## config.mk

```make
export PLATFORM = sky130hd
export DESIGN_NAME = ps_parse_ctrl
export DESIGN_NICKNAME = d
export VERILOG_FILES = /design/src/rtl/ps_parse_ctrl_pkg.sv /design/src/rtl/ps_parse_ctrl_nal_type_classify.sv /design/src/rtl/ps_parse_ctrl.sv
export SDC_FILE = /design/constraint.sdc
export NUM_CORES = 1
export LEC_CHECK = 0
export BUFFER_PORTS_ARGS = -buffer_cell sky130_fd_sc_hd__buf_2
export CAP_MARGIN = 20
export CORE_UTILIZATION = 45
export CTS_CLUSTER_SIZE = 30
export DETAILED_ROUTE_END_ITERATION = 10
export HOLD_SLACK_MARGIN = 0.05
export PLACE_DENSITY_LB_ADDON = 0.12
export SETUP_SLACK_MARGIN = 0.3
export SLEW_MARGIN = 20
export SYNTH_ARGS = -nofsm -noshare
export SYNTH_HDL_FRONTEND = slang
export SYNTH_SLANG_ARGS = --single-unit
```

## constraint.sdc

```tcl
create_clock -name clk -period 1.9 [get_ports clk]
set_clock_uncertainty 0.1 [all_clocks]
set_input_delay 0.095 -clock clk [delete_from_list [all_inputs] [get_ports clk]]
set_output_delay 0.095 -clock clk [all_outputs]
set_load 0.02 [all_outputs]
```

## src/rtl/ps_parse_ctrl_pkg.sv

```systemverilog
// Shared constants and types for the parameter-set / slice-header parse sequencer.
// NAL type codes, VCL type ranges, parser select codes and controller states.
package ps_parse_ctrl_pkg;

    localparam logic [5:0] NAL_VPS = 6'd32;
    localparam logic [5:0] NAL_SPS = 6'd33;
    localparam logic [5:0] NAL_PPS = 6'd34;

    // VCL slice types occupy 0..VCL_LO_MAX and VCL_HI_MIN..VCL_HI_MAX.
    localparam logic [5:0] VCL_LO_MAX = 6'd9;
    localparam logic [5:0] VCL_HI_MIN = 6'd16;
    localparam logic [5:0] VCL_HI_MAX = 6'd21;

    typedef enum logic [2:0] {
        SEL_NONE  = 3'd0,
        SEL_VPS   = 3'd1,
        SEL_SPS   = 3'd2,
        SEL_PPS   = 3'd3,
        SEL_SLICE = 3'd4
    } sel_e;

    typedef enum logic [2:0] {
        ST_IDLE,
        ST_CLR,
        ST_RUN,
        ST_DONE,
        ST_SKIP
    } state_e;

endpackage

```

## src/rtl/ps_parse_ctrl_nal_type_classify.sv

```systemverilog
// Maps an HEVC nal_unit_type to the parser select code that owns it.
// Unsupported types map to SEL_NONE.
module ps_parse_ctrl_nal_type_classify
    import ps_parse_ctrl_pkg::*;
(
    input  logic [5:0] nal_type_i,
    output logic [2:0] sel_o
);

    always_comb begin
        sel_o = SEL_NONE;
        if (nal_type_i == NAL_VPS) begin
            sel_o = SEL_VPS;
        end else if (nal_type_i == NAL_SPS) begin
            sel_o = SEL_SPS;
        end else if (nal_type_i == NAL_PPS) begin
            sel_o = SEL_PPS;
        end else if ((nal_type_i <= VCL_LO_MAX) ||
                     ((nal_type_i >= VCL_HI_MIN) && (nal_type_i <= VCL_HI_MAX))) begin
            sel_o = SEL_SLICE;
        end
    end

endmodule

```

## src/rtl/ps_parse_ctrl.sv

```systemverilog
// Sequencer that hands the shared bitstream reader to one syntax parser per NAL,
// pulses its restart, muxes its consume request, and aborts it on a hang.
module ps_parse_ctrl
    import ps_parse_ctrl_pkg::*;
#(
    parameter int TIMEOUT_CYCLES = 4096,
    parameter int TMO_W          = 13
) (
    input  logic       clk,
    input  logic       rst,
    input  logic       i_nal_valid,
    input  logic [5:0] i_nal_unit_type,
    input  logic       i_bs_ready,
    input  logic       i_vps_done,
    input  logic       i_sps_done,
    input  logic       i_pps_done,
    input  logic       i_slice_done,
    input  logic [3:0] i_vps_forward_len,
    input  logic [3:0] i_sps_forward_len,
    input  logic [3:0] i_pps_forward_len,
    input  logic [3:0] i_slice_forward_len,
    output logic       o_parser_rst,
    output logic       o_vps_en,
    output logic       o_sps_en,
    output logic       o_pps_en,
    output logic       o_slice_en,
    output logic [3:0] o_forward_len,
    output logic       o_skip_nal,
    output logic       o_busy,
    output logic       o_done,
    output logic       o_timeout,
    output logic [2:0] o_sel
);

    localparam logic [TMO_W-1:0] TMO_LAST = TMO_W'(TIMEOUT_CYCLES - 1);

    state_e           state_q, state_d;
    sel_e             sel_q, sel_d;
    logic [TMO_W-1:0] tmo_q, tmo_d;
    logic             timeout_q, timeout_d;

    logic [2:0] nal_sel;
    logic       sel_done;
    logic [3:0] sel_fwd;
    logic       en_act;

    ps_parse_ctrl_nal_type_classify u_classify (
        .nal_type_i (i_nal_unit_type),
        .sel_o      (nal_sel)
    );

    // Only the owning parser's done flag and consume request are ever observed.
    always_comb begin
        sel_done = 1'b0;
        sel_fwd  = '0;
        case (sel_q)
            SEL_VPS:   begin sel_done = i_vps_done;   sel_fwd = i_vps_forward_len;   end
            SEL_SPS:   begin sel_done = i_sps_done;   sel_fwd = i_sps_forward_len;   end
            SEL_PPS:   begin sel_done = i_pps_done;   sel_fwd = i_pps_forward_len;   end
            SEL_SLICE: begin sel_done = i_slice_done; sel_fwd = i_slice_forward_len; end
            default:   ;
        endcase
    end

    always_comb begin
        // NOTE: every signal driven here gets a default first; a branch that skips one would infer a latch.
        state_d       = state_q;
        sel_d         = sel_q;
        tmo_d         = tmo_q;
        timeout_d     = timeout_q;
        en_act        = 1'b0;
        o_parser_rst  = 1'b0;
        o_done        = 1'b0;
        o_skip_nal    = 1'b0;
        o_forward_len = '0;
        case (state_q)
            ST_IDLE: begin
                if (i_nal_valid) begin
                    if (sel_e'(nal_sel) != SEL_NONE) begin
                        sel_d   = sel_e'(nal_sel);
                        state_d = ST_CLR;
                    end else begin
                        state_d = ST_SKIP;
                    end
                end
            end
            ST_CLR: begin
                o_parser_rst = 1'b1;
                en_act       = 1'b1;
                tmo_d        = '0;
                state_d      = ST_RUN;
            end
            ST_RUN: begin
                en_act        = i_bs_ready;
                o_forward_len = i_bs_ready ? sel_fwd : 4'd0;
                tmo_d         = tmo_q + 1'b1;
                // A finish on the last allowed cycle still counts as a normal finish.
                if (sel_done) begin
                    state_d = ST_DONE;
                end else if (tmo_q == TMO_LAST) begin
                    timeout_d = 1'b1;
                    sel_d     = SEL_NONE;
                    state_d   = ST_SKIP;
                end
            end
            ST_DONE: begin
                o_done  = 1'b1;
                sel_d   = SEL_NONE;
                state_d = ST_SKIP;
            end
            ST_SKIP: begin
                o_skip_nal = 1'b1;
                state_d    = ST_IDLE;
            end
            default: state_d = ST_IDLE;
        endcase
    end

    // NOTE: non-blocking assignments so every register updates from the same pre-edge values.
    always_ff @(posedge clk) begin
        if (rst) begin
            state_q   <= ST_IDLE;
            sel_q     <= SEL_NONE;
            tmo_q     <= '0;
            timeout_q <= 1'b0;
        end else begin
            state_q   <= state_d;
            sel_q     <= sel_d;
            tmo_q     <= tmo_d;
            timeout_q <= timeout_d;
        end
    end

    assign o_vps_en   = en_act && (sel_q == SEL_VPS);
    assign o_sps_en   = en_act && (sel_q == SEL_SPS);
    assign o_pps_en   = en_act && (sel_q == SEL_PPS);
    assign o_slice_en = en_act && (sel_q == SEL_SLICE);
    assign o_busy     = (state_q != ST_IDLE);
    assign o_timeout  = timeout_q;
    assign o_sel      = sel_q;

endmodule

```

==> implementation parameters <==
Parameter                              Value

Status
  Outcome ... complete, but fails checks
  Failing checks ... DRC

Worst setup path
  Worst reg2reg path depth ... 6
  Start-to-end type of the worst setup path ... reg -> out
  Endpoint type of the worst setup path ... output port
  Worst reg2reg endpoint ... o_sel[2]
  Register-to-register setup slack ... 120 ps
  Most Frequent Cell on Critical Path ... sky130_fd_sc_hd__nor2_1
  Required time of the critical path ... 1700 ps
  Startpoint class of the critical path ... flop
  R2r startpoint ... o_sel[1]
  Biggest cell delay along the critical path ... 430 ps
  Cell at the slowest stage of the critical path ... sky130_fd_sc_hd__dfxtp_4
  Data arrival time of the critical path ... 1600 ps
  Cell-by-cell trace of the critical path ... mux2_4, a22oi_2, nor2_1, a21oi_1, nor2_1, buf_4
  Peak fanout along the critical path ... 7

Timing
  F_max ... 0.5580 GHz
  Max-slew headroom at the worst pin ... 70.60%
  Max-slew violation count ... 0
  Unrepaired setup endpoints after global routing ... true
  Worst hold slack ... 48.27 ps
  Crit path setup slack, layout ... 107.8 ps
  Share of the clock period used by the worst path ... 94.33%
  Final Setup Violations ... 0
  Clock period minus final worst setup slack ... 1792 ps
  Final Hold Violating Endpoints ... 0
  Transition time of the tightest slew-check pin ... 441.1 ps

Floorplanning
  Vertical die dimension ... 57.26 microns
  Starting Density ... 48.56%
  Die area ... 0.003278 sq mm
  Cell row count ... 19
  Core area ... 0.002829 sq mm
  Number of top-level pins ... 46
  Die boundary width ... 57.26 microns

Power and ir drop
  Proportion of power drawn by flip-flops and latches ... 47.3%
  Internal power ... 657.6 uW
  Power, Total ... 943.6 uW
  PwrDens ... 470.2 mW/mm^2
  Power dissipated by switching net loads ... 286.0 uW
  Cell leakage power ... 0.0008365 uW
  Logic gate share of total power ... 25.3%
  Switching Fraction ... 30.31%
  Maximum vdd ir drop ... 0.4021 mV
  Portion of total power attributed to the clock network ... 27.4%

Placement
  Number of port buffers ... 45
  Setup slack after placement ... 113.3 ps
  Routability-driven placement congestion ratio ... 0.7892
  Final HPWL DP ... 2567 microns
  Total placed cells including tap cells ... 244

Synth
  Sequential share of the synthesized area ... 29.14%
  Flip-flop and latch count after synthesis ... 20
  Async S/R FF share, synth ... 0%
  Number of library cell types mapped by synthesis ... 53
  Synthesized area divided by synthesized cell count ... 7.941 sq um
  Post-synthesis instance area ... 0.001374 sq mm
  Count of flip-flops with a built-in enable after synthesis ... 0
  Top flip-flop cell by instance count after synthesis ... sky130_fd_sc_hd__dfxtp_1
  Total of warnings raised by yosys ... 0
  Number of instances in the synthesized netlist ... 173
  Synthesized netlist net count ... 204

Global routing
  Global route total overflow ... 0
  Global Route Usage Sum ... 24.15%
  Global-route wire length before repair ... 6237 microns
  Initial antenna violation count ... 0
  Via count of the first global-routing pass ... 1423
  Largest net degree at the start of global routing ... 23

Clocking
  Source-to-sink clock delay at the later pin of the worst-skew pair ... 320 ps
  Max Root-Sink Buffers ... 2
  Buffer type at the clock tree root ... sky130_fd_sc_hd__clkbuf_4
  Number of sinks handled by clock tree synthesis ... 20
  H-tree lvl count ... 1
  Number of clock buffers inserted by TritonCTS ... 3
  CTS clk-pin slew, worst paths ... 120 ps
  Clock tree from TritonCTS ... done

Route
  1st-pass router iterations ... 7
  Total detailed-routing wirelength ... 4084 microns
  Detailed router's first-iteration violation count ... 134
  Routed Antenna Nets ... 0
  Per-cell routed wire length ... 15.35 microns
  Total DRC errors in the routed layout ... 12
  Number of vias per cell after detailed routing ... 5.974
  Vias after detailed routing ... 1589

Finish
  Number of fill cells ... 221
  Area taken by multi-input logic gates ... 0.001046 sq mm
  Utilization after layout ... 70.94%
  Proportion of layout cells with a drive suffix above 1 ... 51.49%
  Net count reported at finish ... 267
  Synth-to-layout area growth ... 46.08%
  Final cell count without fillers ... 266
  Sequential standard cell area ... 427.9 sq um
  Number of antenna cells inserted ... 0

Worst hold path
  Worst min path class ... in -> reg
  Hold worst-path end ... o_sel[1]
  Number of instances on the worst hold path ... 4
  Hold path startpoint ... i_nal_unit_type[4]

Job
  Number of violations of the max-capacitance limit ... 0
[worst max path at each step]
stage / start / depth (start not counted) / to / slack (ps)
finish: o_sel[1] / 6 / o_forward_len[2] / 110
global route: o_sel[1] / 6 / o_forward_len[3] / -20
CTS: o_sel[1] / 6 / o_forward_len[0] / 110
detailed placement: tmo_q[1] / 6 / o_sel[2] / 110
global placement: tmo_q[1] / 6 / o_sel[2] / 170
floorplan: o_sel[2] / 6 / o_sel[2] / 220
[per-layer routing]
| metal | global-route usage [%] | vias up | part of all wire (%) |
|---|---|---|---|
| met5 | 0 | - | 0 |
| met4 | 4.530 | 0 | 1.0 |
| met3 | 4.762 | 6 | 4.8 |
| met2 | 44.03 | 48 | 50 |
| met1 | 29.59 | 766 | 44 |
| li1 | - | 769 | - |
[cells in the mapped netlist (3+ instances only)]
cell type	number	area, sq um
sky130_fd_sc_hd__buf_2	6	30.03
sky130_fd_sc_hd__nand3_1	5	25.02
sky130_fd_sc_hd__o21a_1	4	30.03
sky130_fd_sc_hd__nor3_1	3	15.01
sky130_fd_sc_hd__nand4_1	6	37.54
sky130_fd_sc_hd__o211ai_1	3	22.52
sky130_fd_sc_hd__mux2_2	4	45.04
sky130_fd_sc_hd__nor2_1	26	97.59
sky130_fd_sc_hd__a22oi_1	5	37.54
sky130_fd_sc_hd__nand2_1	12	45.04
sky130_fd_sc_hd__o21ai_0	6	30.03
sky130_fd_sc_hd__nor2b_1	6	37.54
sky130_fd_sc_hd__a21oi_1	14	70.07
sky130_fd_sc_hd__dfxtp_1	20	400.4
[worst max-delay path, delay by kind of cell, from the launching register on]
kind | cells | cell delay (ps)
multiplexers | 1 | 310
flip-flops | 1 | 430
AO/OA/AOI/OAI | 2 | 270
AND/OR/NAND/NOR | 2 | 120
buffers and inverters | 1 | 150
[metrics by stage]
stage          instance area [sq um]  setup TNS, ps
2_1_floorplan                   1396              0
3_3_place_gp                    1633              0
3_5_place_dp                    1633              0
4_1_cts                         1847              0
5_1_grt                         2007         -18.44
6_report                        2007              0
[cells by family (layout without fill, tap and decap cells)]
family | after synthesis | count (layout) | share of synthesized area (%)
buf+inv | 13 | 75 | 5.555
mux | 7 | 7 | 6.193
flops | 20 | 20 | 29.14
compound gates | 47 | 47 | 22.95
simple gates | 84 | 84 | 34.61
xor+xnor | 1 | 1 | 0.6376
fa+ha+maj | 1 | 1 | 0.9106
[cells in the final DEF (no fill, tap or decap), types with 5 or more instances in the layout]
| master | instances |
|---|---|
| sky130_fd_sc_hd__buf_2 | 36 |
| sky130_fd_sc_hd__nor2_1 | 25 |
| sky130_fd_sc_hd__buf_4 | 24 |
| sky130_fd_sc_hd__a21oi_1 | 11 |
| sky130_fd_sc_hd__nand2_1 | 10 |
| sky130_fd_sc_hd__dfxtp_1 | 10 |
| sky130_fd_sc_hd__mux2_4 | 6 |
| sky130_fd_sc_hd__nand4_1 | 6 |
| sky130_fd_sc_hd__o21ai_0 | 6 |
| sky130_fd_sc_hd__dfxtp_4 | 6 |
| sky130_fd_sc_hd__buf_6 | 5 |
[final cells by class]
type / count / share of cell area, %
multi-input combinational: 140 / 52.12
timing repair buffer: 68 / 22.26
sequential: 20 / 21.32
tap: 31 / 1.933
clock buffer: 4 / 1.808
inverter: 3 / 0.5611
[repair_timing]
action | in CTS | in global routing
pin swaps | 5 | 14
resized for setup | 27 | 32
hold endpoints to repair | 2 | 0
cloned | 0 | 0
endpoints found under the setup margin | 24 | 28
hold buffers | 3 | 0
setup buffers | 8 | 7
[sequential cells by signal, indices dropped and copies added, names as in the netlist]
signal / cells
o_timeout: 1
tmo_q: 13
state_q: 3
o_sel: 3
[power groups by stage]
stage / logic (uW) / registers [uW] / clock network [uW]
global route: 257 / 449 / 277
floorplan: 125 / 441 / 0
finish: 239 / 446 / 258
detailed placement: 170 / 456 / 0
global placement: 168 / 455 / 0
CTS: 200 / 441 / 261
No activity file was read; power rests on OpenSTA's default activity.
